### src/rtl/a2_bridge_pkg.sv
// Shared constants and types for the Apple II slot bridge target.
package a2_bridge_pkg;

   typedef logic [2:0] bridge_sel_t;

   localparam bridge_sel_t BRIDGE_SEL_CTRL    = 3'd0;
   localparam bridge_sel_t BRIDGE_SEL_DATA    = 3'd1;
   localparam bridge_sel_t BRIDGE_SEL_ADDR_LO = 3'd2;
   localparam bridge_sel_t BRIDGE_SEL_ADDR_HI = 3'd3;
   localparam bridge_sel_t BRIDGE_SEL_MEM2    = 3'd4;
   localparam bridge_sel_t BRIDGE_SEL_DIP     = 3'd5;
   localparam bridge_sel_t BRIDGE_SEL_LB_DOUT = 3'd6;
   localparam bridge_sel_t BRIDGE_SEL_LB_CTRL = 3'd7;

   localparam int unsigned CTRL_IRQ_BIT = 2;
   localparam int unsigned ADDR_W       = 16;
   localparam int unsigned BYTE_W       = 8;
   localparam int unsigned LOST_W       = 6;

   // Address-phase snapshot taken while phi0 is low.
   typedef struct packed {
      logic [ADDR_W-1:0] addr;
      logic              rw_n;
      logic              m2sel_n;
      logic              m2b0;
   } a2_addr_snap_t;

   localparam a2_addr_snap_t ADDR_SNAP_RESET = '{addr: '0, rw_n: 1'b1, m2sel_n: 1'b0, m2b0: 1'b0};

endpackage

### src/rtl/a2_bridge_sync.sv
// Vector synchronizer: STAGES flops per bit, async active-low reset to 0.
// Ports: i_clk, i_rst_n, i_d (raw async input), o_q (synchronized output).
module a2_bridge_sync #(
   parameter int unsigned WIDTH  = 1,
   parameter int unsigned STAGES = 2
) (
   input  logic             i_clk,
   input  logic             i_rst_n,
   input  logic [WIDTH-1:0] i_d,
   output logic [WIDTH-1:0] o_q
);

   logic [WIDTH-1:0] r_stage [STAGES];

   always_ff @(posedge i_clk or negedge i_rst_n) begin
      if (!i_rst_n) begin
         for (int i = 0; i < int'(STAGES); i++) r_stage[i] <= '0;
      end else begin
         r_stage[0] <= i_d;
         for (int i = 1; i < int'(STAGES); i++) r_stage[i] <= r_stage[i-1];
      end
   end

   assign o_q = r_stage[STAGES-1];

endmodule

### src/rtl/a2_bridge_target.sv
// Target end of the muxed 8-bit bridge port. Snapshots the Apple II slot
// signals phase-aligned to phi0, returns the selected byte combinationally,
// and holds the control/data-out latches written by the bridge master.
// Optional macro A2_BRIDGE_LOOPBACK_EN: sel6/sel7 read back dout/ctrl.
// Ports:
//   clk_logic, device_reset_n          clock, async active-low reset
//   bridge_sel_i/rd_n_i/wr_n_i/d_i     bridge master request
//   bridge_d_o, bridge_d_oe_o          bridge read data and drive enable
//   bus_d_oe_n_i                       master request to drive slot data
//   a2_* inputs, gpio_in_i, dip_n_i    raw slot-side inputs
//   a2_data_o/a2_data_oe_o             slot data drive
//   a2_irq_oe_o                        open-drain IRQ pull-low enable
//   phase_lost_o                       no phi0 activity seen
module a2_bridge_target
   import a2_bridge_pkg::*;
#(
   parameter int unsigned SYNC_STAGES = 2,
   parameter int unsigned LOST_COUNT  = 63
) (
   input  logic        clk_logic,
   input  logic        device_reset_n,
   input  logic [2:0]  bridge_sel_i,
   input  logic        bridge_rd_n_i,
   input  logic        bridge_wr_n_i,
   input  logic [7:0]  bridge_d_i,
   output logic [7:0]  bridge_d_o,
   output logic        bridge_d_oe_o,
   input  logic        bus_d_oe_n_i,
   input  logic        a2_phi0_i,
   input  logic [15:0] a2_addr_i,
   input  logic [7:0]  a2_data_i,
   input  logic        a2_rw_n_i,
   input  logic        a2_m2sel_n_i,
   input  logic        a2_m2b0_i,
   input  logic [7:0]  gpio_in_i,
   input  logic [3:0]  dip_n_i,
   output logic [7:0]  a2_data_o,
   output logic        a2_data_oe_o,
   output logic        a2_irq_oe_o,
   output logic        phase_lost_o
);

   localparam logic [LOST_W-1:0] LOST_MAX = LOST_W'(LOST_COUNT);

   logic              w_phi0_s;
   logic [ADDR_W-1:0] w_addr_s;
   logic [BYTE_W-1:0] w_data_s;
   logic [2:0]        w_ctl_s;
   logic [BYTE_W-1:0] w_gpio_s;
   logic [3:0]        w_dip_s;
   logic              w_phi0_rise;
   logic              w_phi0_fall;
   logic [BYTE_W-1:0] w_rd_data;

   logic              r_phi0_d;
   a2_addr_snap_t     r_asnap;
   logic [BYTE_W-1:0] r_data;
   logic [BYTE_W-1:0] r_ctrl;
   logic [BYTE_W-1:0] r_dout;
   logic [LOST_W-1:0] r_lost_cnt;

   // One synchronizer per input group.
   a2_bridge_sync #(.WIDTH(1), .STAGES(SYNC_STAGES)) u_sync_phi0 (
      .i_clk(clk_logic), .i_rst_n(device_reset_n), .i_d(a2_phi0_i), .o_q(w_phi0_s));
   a2_bridge_sync #(.WIDTH(ADDR_W), .STAGES(SYNC_STAGES)) u_sync_addr (
      .i_clk(clk_logic), .i_rst_n(device_reset_n), .i_d(a2_addr_i), .o_q(w_addr_s));
   a2_bridge_sync #(.WIDTH(BYTE_W), .STAGES(SYNC_STAGES)) u_sync_data (
      .i_clk(clk_logic), .i_rst_n(device_reset_n), .i_d(a2_data_i), .o_q(w_data_s));
   a2_bridge_sync #(.WIDTH(3), .STAGES(SYNC_STAGES)) u_sync_ctl (
      .i_clk(clk_logic), .i_rst_n(device_reset_n),
      .i_d({a2_rw_n_i, a2_m2sel_n_i, a2_m2b0_i}), .o_q(w_ctl_s));
   a2_bridge_sync #(.WIDTH(BYTE_W), .STAGES(SYNC_STAGES)) u_sync_gpio (
      .i_clk(clk_logic), .i_rst_n(device_reset_n), .i_d(gpio_in_i), .o_q(w_gpio_s));
   a2_bridge_sync #(.WIDTH(4), .STAGES(SYNC_STAGES)) u_sync_dip (
      .i_clk(clk_logic), .i_rst_n(device_reset_n), .i_d(dip_n_i), .o_q(w_dip_s));

   assign w_phi0_rise = w_phi0_s & ~r_phi0_d;
   assign w_phi0_fall = ~w_phi0_s & r_phi0_d;

   // Phase-aligned snapshots: address phase tracks while phi0 low, data while high.
   always_ff @(posedge clk_logic or negedge device_reset_n) begin
      if (!device_reset_n) begin
         r_phi0_d <= 1'b0;
         r_asnap  <= ADDR_SNAP_RESET;
         r_data   <= '0;
      end else begin
         r_phi0_d <= w_phi0_s;
         if (!w_phi0_s) begin
            r_asnap.addr    <= w_addr_s;
            r_asnap.rw_n    <= w_ctl_s[2];
            r_asnap.m2sel_n <= w_ctl_s[1];
            r_asnap.m2b0    <= w_ctl_s[0];
         end
         if (w_phi0_s) r_data <= w_data_s;
      end
   end

   // Level-sampled bridge writes; a held strobe just rewrites the same value.
   always_ff @(posedge clk_logic or negedge device_reset_n) begin
      if (!device_reset_n) begin
         r_ctrl <= 8'hFF;
         r_dout <= '0;
      end else if (!bridge_wr_n_i) begin
         if (bridge_sel_i == BRIDGE_SEL_CTRL) r_ctrl <= bridge_d_i;
         if (bridge_sel_i == BRIDGE_SEL_DATA) r_dout <= bridge_d_i;
      end
   end

   // Phase watchdog, saturating at LOST_COUNT.
   always_ff @(posedge clk_logic or negedge device_reset_n) begin
      if (!device_reset_n) begin
         r_lost_cnt <= LOST_MAX;
      end else if (w_phi0_rise || w_phi0_fall) begin
         r_lost_cnt <= '0;
      end else if (r_lost_cnt != LOST_MAX) begin
         r_lost_cnt <= r_lost_cnt + LOST_W'(1);
      end
   end

   // Zero-latency read mux.
   always_comb begin
      w_rd_data = 8'hFF;
      case (bridge_sel_t'(bridge_sel_i))
         BRIDGE_SEL_CTRL:    w_rd_data = {w_gpio_s[7:1], r_asnap.rw_n};
         BRIDGE_SEL_DATA:    w_rd_data = r_data;
         BRIDGE_SEL_ADDR_LO: w_rd_data = r_asnap.addr[7:0];
         BRIDGE_SEL_ADDR_HI: w_rd_data = r_asnap.addr[15:8];
         BRIDGE_SEL_MEM2:    w_rd_data = {6'b0, r_asnap.m2sel_n, r_asnap.m2b0};
         BRIDGE_SEL_DIP:     w_rd_data = {4'hF, w_dip_s};
`ifdef A2_BRIDGE_LOOPBACK_EN
         BRIDGE_SEL_LB_DOUT: w_rd_data = r_dout;
         BRIDGE_SEL_LB_CTRL: w_rd_data = r_ctrl;
`else
         BRIDGE_SEL_LB_DOUT,
         BRIDGE_SEL_LB_CTRL: w_rd_data = 8'hFF;
`endif
      endcase
   end

   assign bridge_d_o    = w_rd_data;
   // Write strobe suppresses read drive so the shared bus never contends.
   assign bridge_d_oe_o = !bridge_rd_n_i && bridge_wr_n_i;
   assign a2_irq_oe_o   = !r_ctrl[CTRL_IRQ_BIT];
   assign a2_data_o     = r_dout;
   // Drive only on Apple II read cycles during phi0 high; drops with phi0_s.
   assign a2_data_oe_o  = !bus_d_oe_n_i && w_phi0_s && r_asnap.rw_n;
   assign phase_lost_o  = (r_lost_cnt == LOST_MAX);

   // gpio bit0 is replaced by rw_n; most ctrl bits only matter for loopback.
   logic w_unused;
   assign w_unused = &{1'b0, w_gpio_s[0], r_ctrl};

endmodule

### config.mk
export PLATFORM = sky130hd
export DESIGN_NAME = a2_bridge_target
export DESIGN_NICKNAME = d
export VERILOG_FILES = /design/src/rtl/a2_bridge_pkg.sv /design/src/rtl/a2_bridge_sync.sv /design/src/rtl/a2_bridge_target.sv
export SDC_FILE = /design/constraint.sdc
export NUM_CORES = 1
export LEC_CHECK = 0
export BUFFER_PORTS_ARGS = -buffer_cell sky130_fd_sc_hd__buf_2
export CORE_MARGIN = 4
export CORE_UTILIZATION = 45
export CTS_BUF_LIST = sky130_fd_sc_hd__clkbuf_16
export DETAILED_ROUTE_END_ITERATION = 16
export PLACE_DENSITY_LB_ADDON = 0.08
export SLEW_MARGIN = 5
export SYNTH_ARGS = -nofsm -noshare
export SYNTH_HDL_FRONTEND = slang
export SYNTH_SLANG_ARGS = --single-unit
### constraint.sdc
create_clock -name clk_logic -period 3.8 [get_ports clk_logic]
set_input_delay 0.19 -clock clk_logic [delete_from_list [all_inputs] [get_ports clk_logic]]
set_output_delay 0.19 -clock clk_logic [all_outputs]
set_load 0.02 [all_outputs]
After elaboration in Yosys (flattened, before gate mapping)
Index checks and enable logic that the tools add are counted.

operators by class
  mux-type cells = 3
  $add $sub $neg = 1
  bitwise operators = 5
  equality and inequality tests = 9
  reductions and logical operators = 12

operators by type and width
  cell                                            number
  case mux 8 bit (7 select lines)                 1
  == test 3 bit (second input constant)           4
  2-to-1 mux 6 bit                                2
  adder 6 x 1 -> 6 bit (second input constant)    1
  == test 3 x 2 -> 1 bit (second input constant)  2
  == test 6 bit (second input constant)           1
  inequality test 6 bit (second input constant)   1
  AND reduction 2 bit                             2
  == test 3 x 1 -> 1 bit (second input constant)  1
  logical AND 1 bit                               3
  zero test 1 bit                                 3
  zero test 3 bit                                 1
  NOT 1 bit                                       3
  AND 1 bit                                       2
  nonzero test 2 bit                              1
  OR reduction 2 bit                              1
  logical OR 1 bit                                1

word-level totals
  input port bits = 56
  logic and storage cells = 51
  register bits after elaboration = 125

Longest topological paths before layout
Gate-level depths: netlist (run 1).

  depth in word-level cells = 4
  depth in mapped cells = 5
  depth with buffers taken out = 5

Cells and area by module
Synthesis (run 1) repeated with hierarchy kept, for this count alone.

unflattened totals
  cell total of the unflattened synthesis = 289
  area total of the unflattened synthesis = 4393.0 µm²

by module, submodules not included
  module                             cells an instance  area each (µm²)  instances
  a2_bridge_target                   170                2098.3           1
  a2_bridge_sync at u_sync_addr      48                 920.9            1
  a2_bridge_sync at u_sync_data ...  24                 460.4            2
  a2_bridge_sync at u_sync_dip       12                 230.2            1
  a2_bridge_sync at u_sync_ctl       9                  172.7            1
  a2_bridge_sync at u_sync_phi0      2                  50.0             1

Worst setup path after synthesis (run 1)
OpenSTA, ideal clock, no wires.

  path type = input -> output
  start point = input bridge_sel_i[0]
  end point = output bridge_d_o[2]
  cell stages on the path = 4
  arrival time = 1.454 ns
  data required time = 3.610 ns
  setup slack = 2.156 ns
  buffers on the path = 2
  cells stage by stage = buf_2 -> buf_2 -> mux2i_1 -> o311ai_0

between the ends
  cells in the longest elaborated chain, start to end = 3
  elaborated cells on any way between the ends = 10
  classes of those cells = eq/ne: 7; mux: 1; reduce/logical: 2

RTL lines
  element                            RTL line                 RTL
  start: declaration                 a2_bridge_target.sv:22   input logic [2:0] bridge_sel_i,
  == test 3 bit                      a2_bridge_target.sv:123  case (bridge_sel_t'(bridge_sel_i))
  OR reduction 2 bit                 a2_bridge_target.sv:123
  case mux 8 bit (7 select lines) *  a2_bridge_target.sv:123
  end: declaration                   a2_bridge_target.sv:26   output logic [7:0] bridge_d_o,

Mark *: on every way between the ends. The rest lies on a longest branch, timed or not.

Worst setup path after layout (run 1)
  start point = register u_sync_phi0.r_stage (netlist bit u_sync_phi0.o_q)
  end point = output a2_data_oe_o

between the ends
  cells in the longest elaborated chain, start to end = 2

RTL lines
  element                          RTL line                 RTL
  start: declaration               a2_bridge_sync.sv:13     logic [WIDTH-1:0] r_stage [STAGES];
  logical AND 1 bit (2 in series)  a2_bridge_target.sv:146  assign a2_data_oe_o = !bus_d_oe_n_i && w_phi0_s && r_asnap.rw_n;
  end: declaration                 a2_bridge_target.sv:38   output logic a2_data_oe_o,

No other way between the ends.

==> metrics.md, run 1 <==
| Metric | Value |
|---|---|
| Outcome | complete, no violations |
| Max Cap Viol | 0 |
| Util after Layout | about 63% |
| Number of flops mapped to enable cells by yosys | 0 |
| CTS Buffer Depth | 2 |
| Vias in the first global route | ~2500 |
| Cell variety after synth | 35 |
| Multi-input logic area | ~900 um2 |
| FILL cells | ~650 |
| Clk slew on worst S/H paths | about 0.050 ns |
| FFs w/ async S/R, synth | 100% |
| Wire per inst | around 14 um |
| Pwr dens | around 600 nW/um2 |
| Core area | about 8700 um2 |
| CTS tree | done |
| Final Hold Fails | 0 |
| Routed wire length | 6680 um |
| Synthesized area | 4020 um2 |
| Crit path kind | flop to output pin |
| Max frequency | approximately 450 MHz |
| Chip width | 102 um |
| Dpl cell area | 4490 um2 |
| Routability-driven placement congestion ratio | around 0.8 |
| Post-synth top area cell | dfrtp_1 |
| Share of layout cells above drive strength 1 | around two fifths |
| # Post-CTS Setup Buffers | 0 |
| Final net count | about 430 |
| ANT nets after route | 0 |
| Measured slew at the worst slew-check pin | between 0.9 and 1 ns |
| Setup TNS | 0 ns |
| Top cells by area, synth | dfrtp_1, mux2_2, dfstp_2 |
| DRT iter0 DRCs | 42 |
| FP Rows | 34 |
| Clock Sinks | between 100 and 150 |
| Port Buf Inserts | 74 |
| Finished Cell Area | 5500 um2 |
| Area Growth Syn to Fin | 37.0% |
| Unrepaired setup endpoints after global routing | no |
| Remaining design rule violation count | 0 |
| Top-area cell type share of the netlist area | just over 70% |
| Max stage delay on crit path | roughly 0.96 ns |
| Hold Path Class | input port to flop |
| Total grt overflow | 0 |
| CP arrival | approximately 2.0 ns |
| Commonest cells after routing, fill and taps aside | dfrtp_1, buf_2, dlygate4sd3_1 |
| Predominant post-synthesis flop cell | dfrtp_1 |
| Final setup fails | 0 |
| CP delay by family, top | flip-flops |
| CTS Hold Bufs | 40 |
| Fin crit period | 2.22 ns |
| Worst path required time | around 3.6 ns |
| Crit-path slowest cell | dfrtp_1 |
| Synthesized area per cell | 16.3 um2 |
| Clock latency on the worst-skew pair | between 0.3 and 0.4 ns |
| Register area | slightly above 3000 um2 |
| Register area share after synthesis | 75.6% |
| H-tree Lvls | 4 |
| Most common cell after layout, fill and taps aside | dfrtp_1 |
| Vias per cell | 4.76 |
| Top-Level Pins | between 70 and 80 |
| CTS buffer count | 17 |
| DIE AREA | between 10000 and 15000 um2 |
| DPL Wire Length | around 4200 um |
| Resized Gates After CTS | 0 |
| Worst ir drop on vdd | 0.318 mV |
| Drt pass-1 iters | 4 |
| Crit start category | flop |
| Warnings from Yosys | 0 |
| Tcrit/Tclk final | approximately three fifths |
| Slew Viols, Final | 0 |
| Initial antenna violation count | 0 |
| Crit path cell chain | buf_4 -> nand2_1 -> nor2_1 -> buf_2 |
| Leakage | about 2.5 nW |
| Initial Util | between 40% and 50% |
| Gate Count Post-Synth | 246 |
| Post-synthesis register bit count | around 120 |
| Largest net degree at the start of global routing | just under 80 |
| Worst path bufs/invs | 2 |
| Element type at the critical path end | output pin |
| Via count | ~2300 |
| Die height | about 100 um |
| Post-route clock skew | approximately 0.0063 ns |
| Total track usage | around 14% |
| Inserted Diodes | 0 |
| Post-Syn Nets | 303 |
| Clock root buffer | clkbuf_16 |
| Crit-path max FO | 22 |
| Global-route wire length before repair | 11200 um |
| Slew headroom | between 30% and 40% |
==> report_power, final <==
part           internal (mW)  total (mW)  switching (mW)  leakage, nW
combinational          0.136       0.275           0.139        0.833
clock                   1.09        1.61           0.521        0.299
sequential              1.39        1.44          0.0437         1.40
==> sequential cells by signal, summed over array words and instances, names as in the netlist, 4 cells and up <==
signal,count
a2_data_o,8
u_sync_data.o_q,8
u_sync_gpio.r_stage,7
r_asnap,19
r_data,8
u_sync_gpio.o_q,7
u_sync_dip.r_stage,4
u_sync_addr.o_q,16
u_sync_dip.o_q,4
u_sync_addr.r_stage,16
u_sync_data.r_stage,8
r_lost_cnt,6
==> layout make-up <==
cell class	instances	area share (%)
repair buffers	117	14.5
well taps	108	2.46
inverters	6	0.409
clock buffers	17	7.73
multi-input cells	109	16.4
flip-flops and latches	121	55.2
clock inverters	14	3.32
==> through the flow <==
stage               hold WS, ns  cells  power, mW  setup slack [ns]
finish                   0.0298    492       3.32              1.58
global route             0.0158    492       3.46              1.44
CTS                      0.0162    492       3.36              1.50
detailed placement        0.299    421       1.71              1.92
global placement          0.298    421       1.70              1.95
floorplan                -0.106    246       1.59              2.16
==> cell usage after synthesis (2+ instances only) <==
cell type / instances
nor4_1: 2
nor2_1: 6
a31oi_1: 4
a211oi_1: 7
buf_2: 7
nand3_1: 3
dfstp_2: 8
dfrtp_1: 113
o22a_1: 2
nand2_1: 5
inv_1: 6
o311ai_0: 2
mux2_2: 35
a21oi_1: 8
o21a_1: 4
mux2i_1: 8
o21ai_0: 6
nor2b_1: 3
==> path summary, 6_finish.rpt <==
check,start,end,slack (ns),depth (start not counted)
worst min register to register,u_sync_data.r_stage[10],u_sync_data.o_q[2],0.35,0
worst max register to register,u_sync_phi0.o_q,r_asnap[18],2.04,2
max in group asynchronous,device_reset_n,r_asnap[15],2.45,3
min in group asynchronous,device_reset_n,a2_data_o[6],0.51,2
worst min-delay path,bridge_d_i[2],r_ctrl[2],0.03,3
worst max-delay path,u_sync_phi0.o_q,a2_data_oe_o,1.58,4
==> kinds of logic after synthesis <==
logic type | synth area share (%)
flip-flops | 75.6
AO/OA/AOI/OAI | 5.89
multiplexers | 11.8
XOR/XNOR | 0.436
buffers and inverters | 1.90
AND/OR/NAND/NOR | 4.05
adder cells (fa/ha/maj) | 0.311
==> worst min-delay path: stages <==
cell and delay [ns]:
buf_2 0.09, nand2_1 0.04, o21ai_0 0.06
==> metal layers <==
layer / up-vias / part of all wire, % / track usage (%)
met5: - / 0 / 0
met4: 0 / 1.1 / 5.95
met3: 7 / 6.6 / 4.67
met2: 69 / 50 / 22.5
met1: 1157 / 43 / 17.8
li1: 1111 / - / -
(Power assumes the default switching activity.)
==> run 2, diff against run 1 <==
--- a/config.mk
+++ b/config.mk
@@ -5,6 +5,7 @@
 export SDC_FILE = /design/constraint.sdc
 export NUM_CORES = 1
 export LEC_CHECK = 0
+export ABC_AREA = 1
 export BUFFER_PORTS_ARGS = -buffer_cell sky130_fd_sc_hd__buf_2
 export CORE_MARGIN = 4
 export CORE_UTILIZATION = 45
==> constraint.sdc (replaced) <==
create_clock -name clk_logic -period 2.2 [get_ports clk_logic]
set_input_delay 0.11 -clock clk_logic [delete_from_list [all_inputs] [get_ports clk_logic]]
set_output_delay 0.11 -clock clk_logic [all_outputs]
set_load 0.02 [all_outputs]
==> run 2 against run 1 <==
  * Critical path depth did not move
  * Sequential share of layout area shrank 1.8 points
  * Worst setup slack got worse by 1.2 ns
  * Clock power rose by 69%
  * Synthesized cell count up 30%
  * Hold slack gained 0.14 ns
  * Via count is 17% higher
  * Sequential power is 72% higher
  * Critical endpoint is now phase_lost_o
==> metrics.md, run 2 <==
| Metric | Value |
|---|---|
| Outcome | complete, no violations |
| Resized Gates After CTS | 0 |
| Seq pwr share | between 40% and 50% |
| Predominant post-synthesis flop cell | dfrtp_1 |
| CP arrival | about 1.8 ns |
| Total power | about 5.7 mW |
| Sw power | 1.37 mW |
| Warnings from Yosys | 0 |
| Commonest cells after routing, fill and taps aside | dfrtp_1, buf_2, nand2_1 |
| CTS buffer count | 17 |
| Leakage | 2.74 nW |
| Worst reg2reg path startpoint | r_lost_cnt[0] |
| Post-synthesis register bit count | 121 |
| Unrepaired setup endpoints after global routing | no |
| Initial Util | between 40% and 50% |
| Clk slew on worst S/H paths | approximately 0.06 ns |
| Largest net degree at the start of global routing | 44 |
| Post-Syn Nets | roughly 380 |
| Hold Startpoint | bridge_wr_n_i |
| Pwr dens | ~1000 nW/um2 |
| Vias in the first global route | 2881 |
| Share of layout cells above drive strength 1 | between 30% and 40% |
| Synthesized area | about 4100 um2 |
| Crit-path max FO | 6 |
| FP Rows | 34 |
| Hold Path Class | input port to flop |
| Synthesized area per cell | ~13 um2 |
| Remaining design rule violation count | 0 |
| Measured slew at the worst slew-check pin | ~0.57 ns |
| Vias per cell | 4.71 |
| Clock latency on the worst-skew pair | 0.41 ns |
| Core area | about 8800 um2 |
| Top cells by area, synth | dfrtp_1, nand2_1, mux2_2 |
| Routed wire length | approximately 7900 um |
| Worst slack, placed | approximately 0.76 ns |
| Via count | ~2700 |
| Worst setup startpoint | r_lost_cnt[0] |
| # Post-CTS Setup Buffers | 0 |
| Most common cell in the netlist | dfrtp_1 |
| Post-synth top area cell | dfrtp_1 |
| Clk network pwr share | approximately 48% |
| Slew Viols, Final | 0 |
| R2R cell count | 5 |
| Max frequency | around 530 MHz |
| ANT nets after route | 0 |
| Chip width | between 100 and 150 um |
| Final net count | about 520 |
| H-tree Lvls | 4 |
| Crit path kind | flop to output pin |
| Clock Sinks | 121 |
| Post-route clock skew | slightly above 0.008 ns |
| Crit start category | flop |
| CTS Buffer Depth | 2 |
| Wire per inst | about 14 um |
| Clock root buffer | clkbuf_16 |
| Global-route wire length before repair | 13800 um |
| R2R Path End | r_lost_cnt[5] |
| Largest Register | r_asnap |
| Die height | between 100 and 150 um |
| Crit path capture | phase_lost_o |
| Logic gate share of total power | under 10% |
| Slew headroom | between 60% and 70% |
| DRT iter0 DRCs | 79 |
| Worst ir drop on vdd | between 0.4 and 0.5 mV |
| Inserted Diodes | 0 |
| R2R Setup Slk | roughly 0.76 ns |
| Gate Count Post-Synth | 321 |
| FFs w/ async S/R, synth | 100% |
| Total grt overflow | 0 |
| Util after Layout | between 60% and 70% |
| Sw frac | 24.1% |
| Setup TNS | 0 ns |
| CTS Hold Bufs | 48 |
| Tcrit/Tclk final | a little under nine tenths |
| DPL Wire Length | 4950 um |
| Final setup margin | approximately 0.33 ns |
| Total track usage | between 15 and 20% |
| Element type at the critical path end | output pin |
| Area Growth Syn to Fin | 38.5% |
| Most common cell after layout, fill and taps aside | dfrtp_1 |
| Final setup fails | 0 |
| Worst path required time | around 2.1 ns |
| Max Cap Viol | 0 |
| Port Buf Inserts | 74 |
| Top-Level Pins | 76 |
| Fin crit period | 1.87 ns |
| Register area share after synthesis | between 70% and 80% |
| Cell variety after synth | 24 |
| Top-area cell type share of the netlist area | between 60 and 70% |
| Routability-driven placement congestion ratio | ~0.75 |
| DIE AREA | 10700 um2 |
| Drt pass-1 iters | 4 |
| Final Hold Fails | 0 |
| Max reg flops | 19 |
| Initial antenna violation count | 0 |
| Number of flops mapped to enable cells by yosys | 0 |
| Pint | ~4.3 mW |
| Top post-synthesis cells by count | dfrtp_1, nand2_1, nand3_1, mux2_2, nor2_1 |
| CTS tree | done |
-- run 2: metal layers --
| metal | track usage (%) | part of all wire [%] |
|---|---|---|
| met5 | 0 | 0 |
| met4 | 6.84 | 1.7 |
| met3 | 6.72 | 4.7 |
| met2 | 26.6 | 49 |
| met1 | 20.1 | 44 |
-- run 2: power by group through the flow --
| stage | combinational, mW | clock (mW) | sequential (mW) |
|---|---|---|---|
| 2_1_floorplan | 0.208 | 0 | 2.52 |
| 3_3_place_gp | 0.420 | 0 | 2.50 |
| 3_5_place_dp | 0.427 | 0 | 2.51 |
| 4_1_cts | 0.494 | 2.78 | 2.47 |
| 5_1_grt | 0.547 | 2.90 | 2.49 |
| 6_report | 0.488 | 2.72 | 2.47 |
-- run 2: worst max-delay path, cell delays in order, from the launching register on --
cell,delay [ns]
dfstp_2,0.57
ha_1,0.18
nand3_1,0.14
nor3_2,0.24
buf_2,0.22
-- run 2: cell families (layout without fill, tap and decap cells) --
family / Yosys count / count (layout) / synth area share (%)
adders and majority gates: 1 / 1 / 0.304
muxes: 20 / 20 / 5.48
DFF: 121 / 121 / 73.9
and+or+nand+nor: 134 / 134 / 14.9
buffers and inverters: 29 / 180 / 3.11
AOI/OAI and AO/OA: 15 / 15 / 1.89
xor gates and xnor gates: 1 / 1 / 0.396
-- run 2: worst min path at each step --
stage              endpoint  cells after the start  slack (ns)
6_report       a2_data_o[0]                      4        0.17
5_1_grt        a2_data_o[3]                      4        0.19
4_1_cts        a2_data_o[6]                      4        0.15
3_5_place_dp       r_phi0_d                      1        0.15
3_3_place_gp       r_phi0_d                      1        0.15
2_1_floorplan  a2_data_o[0]                      0       -0.19
-- run 2: through the flow --
stage               cell area, um2  cells  hold slack (ns)
global route                  5690    580            0.190
finish                        5690    580            0.172
detailed placement            4620    500            0.146
global placement              4620    500            0.146
floorplan                     4110    321           -0.186
CTS                           5690    580            0.148
-- run 2: cell type report --
cell class,instances,area [um2]
clock buffer,17,425
fill,675,3120
tap,108,135
clock inverter,15,165
sequential,121,3040
timing repair buffer,127,903
multi-input combinational,171,943
inverter,21,78.8
==> run 3, diff against run 2 <==
--- a/config.mk
+++ b/config.mk
@@ -12,6 +12,8 @@
 export CTS_BUF_LIST = sky130_fd_sc_hd__clkbuf_16
 export DETAILED_ROUTE_END_ITERATION = 16
 export PLACE_DENSITY_LB_ADDON = 0.08
+export REMOVE_ABC_BUFFERS = 1
+export SETUP_SLACK_MARGIN = 0.3
 export SLEW_MARGIN = 5
 export SYNTH_ARGS = -nofsm -noshare
 export SYNTH_HDL_FRONTEND = slang
==> run 3 against run 2 <==
  * Critical path depth unchanged
  * Sequential cell count unchanged
  * Non-clock buffer count unchanged
  * Core utilization down 0.21 points
  * Critical path type unchanged
  * Largest cell class unchanged
==> metrics.md, run 3 (synthesis results as in run 2) <==
| Metric | Value |
|---|---|
| Leakage | approximately 2.7 nW |
| Worst path required time | around 2.1 ns |
| Wire per inst | roughly 13 um |
| Crit start category | flop |
| Total track usage | between 15 and 20% |
| Pwr dens | between 900 and 1000 nW/um2 |
| Final setup fails | 0 |
| Remaining design rule violation count | 0 |
| Fin crit period | ~1.8 ns |
| Post-route clock skew | 0.00946 ns |
| Clk slew on worst S/H paths | around 0.050 ns |
| Slew Viols, Final | 0 |
| Largest Register | r_asnap |
| Max reg flops | 19 |
| Drt pass-1 iters | 4 |
| Vias in the first global route | 2886 |
| Share of layout cells above drive strength 1 | 31.8% |
| Worst ir drop on vdd | slightly above 0.6 mV |
| WP depth | 4 |
| Crit-path slowest cell | dfstp_2 |
| Worst path bufs/invs | 1 |
| CTS Buffer Depth | 2 |
| Area Growth Syn to Fin | 38.0% |
| FP Rows | 34 |
| Clock Sinks | 121 |
| DRT iter0 DRCs | 122 |
| Largest net degree at the start of global routing | 46 |
| Initial Util | 46.7% |
| Crit path kind | flop to output pin |
| Finished Cell Area | 5670 um2 |
| Routed wire length | 7710 um |
| Dpl cell area | ~4600 um2 |
| Max Cap Viol | 0 |
| Via count | 2708 |
| Routability-driven placement congestion ratio | just over 0.8 |
| FILL cells | between 600 and 700 |
| Hold Path Class | input port to flop |
| DPL Wire Length | between 4000 and 5000 um |
| Crit-path max FO | 6 |
| Max stage delay on crit path | 0.57 ns |
| Setup TNS | 0 ns |
| Final Hold Fails | 0 |
| Final net count | 516 |
| Clock root buffer | clkbuf_16 |
| Measured slew at the worst slew-check pin | 0.444 ns |
| Max frequency | around 560 MHz |
| CP arrival | between 1.5 and 2 ns |
| CTS tree | done |
| Element type at the critical path end | output pin |
| Hold Path Cell Cnt | 4 |
| Unrepaired setup endpoints after global routing | no |
| H-tree Lvls | 4 |
| CP delay by family, top | flip-flops |
| Vias per cell | between 4 and 5 |
| Tcrit/Tclk final | 81.7% |
| Outcome | complete, no violations |
| Total grt overflow | 0 |
| Initial antenna violation count | 0 |
| Inserted Diodes | 0 |
| Crit path cell chain | ha_1 -> nand3_2 -> nor3_4 -> buf_2 |
| Port Buf Inserts | 74 |
| Slew headroom | a little over two thirds |
| Core area | approximately 9000 um2 |
| Clock latency on the worst-skew pair | about 0.40 ns |
| ANT nets after route | 0 |
| Die height | between 100 and 150 um |
| Global-route wire length before repair | between 10000 and 15000 um |
| Most common cell after layout, fill and taps aside | dfrtp_1 |
| Top-Level Pins | between 70 and 80 |
| CTS buffer count | 17 |
| Chip width | just over 100 um |
| Commonest cells after routing, fill and taps aside | dfrtp_1, buf_2, nand2_1 |
| R2R cell count | 6 |
| DIE AREA | 10700 um2 |
-- run 3: cell count changes in the layout (fill, tap and decap cells not counted), sizes merged --
cell,before,now
clkinvlp,2,4
inv,27,20
clkinv,5,10
-- run 3: final timing paths --
check                                          end  slack [ns]                     from
hold / removal                        a2_data_o[1]        0.17            bridge_wr_n_i
min in group asynchronous  u_sync_data.r_stage[15]        0.18           device_reset_n
max in group asynchronous                r_ctrl[2]        1.32           device_reset_n
hold reg to reg                 u_sync_gpio.o_q[6]        0.34  u_sync_gpio.r_stage[14]
setup / recovery                      phase_lost_o        0.40            r_lost_cnt[0]
setup reg to reg                     r_lost_cnt[5]        0.71            r_lost_cnt[0]
-- run 3: per-layer routing --
| layer | track usage, % | vias to the layer above | wire length [um] | share of wire [%] |
|---|---|---|---|---|
| li1 | - | 1332 | - | - |
| met2 | 25.6 | 71 | 3770 | 49 |
| met4 | 7.03 | 0 | 85 | 1.1 |
| met5 | 0 | - | 0 | 0 |
| met1 | 20.1 | 1297 | 3490 | 45 |
| met3 | 5.41 | 8 | 359 | 4.7 |
-- run 3: power breakdown --
group | switching, mW | internal [mW]
Combinational | 0.271 | 0.217
Sequential | 0.0697 | 2.40
Clock | 0.922 | 1.64
-- run 3: cell type report --
class                   instances  area, um2  area share (%)
clock buffers                  17        425            7.50
clock inverters                15        135            2.38
inverters                      21       78.8            1.39
multi-input cells             171        955            16.8
flip-flops and latches        121       3040            53.6
well taps                     108        135            2.38
repair buffers                127        903            15.9
-- run 3: worst min-delay path: cells and delay by family --
| kind | cells | cell delay [ns] |
|---|---|---|
| simple gates | 2 | 0.16 |
| buf+inv | 2 | 0.26 |
-- run 3: timing repair --
item / 4_1_cts / 5_1_grt
endpoints found under the setup margin: 0 / 1
setup buffers: 0 / 1
endpoints found under the hold margin: 117 / 0
gates resized for setup: 0 / 2
hold buffers: 48 / 0
-- run 3: stage by stage --
step / instances / worst slack [ns] / total power [mW] / hold slack (ns) / util [%]
floorplan: 313 / 0.675 / 2.72 / -0.186 / -
global placement: 499 / 0.749 / 2.92 / 0.0504 / 52.4
detailed placement: 499 / 0.749 / 2.93 / 0.0549 / 52.4
CTS: 579 / 0.321 / 5.59 / 0.158 / 64.2
global route: 580 / 0.314 / 5.77 / 0.187 / 64.4
finish: 580 / 0.403 / 5.52 / 0.165 / 64.4
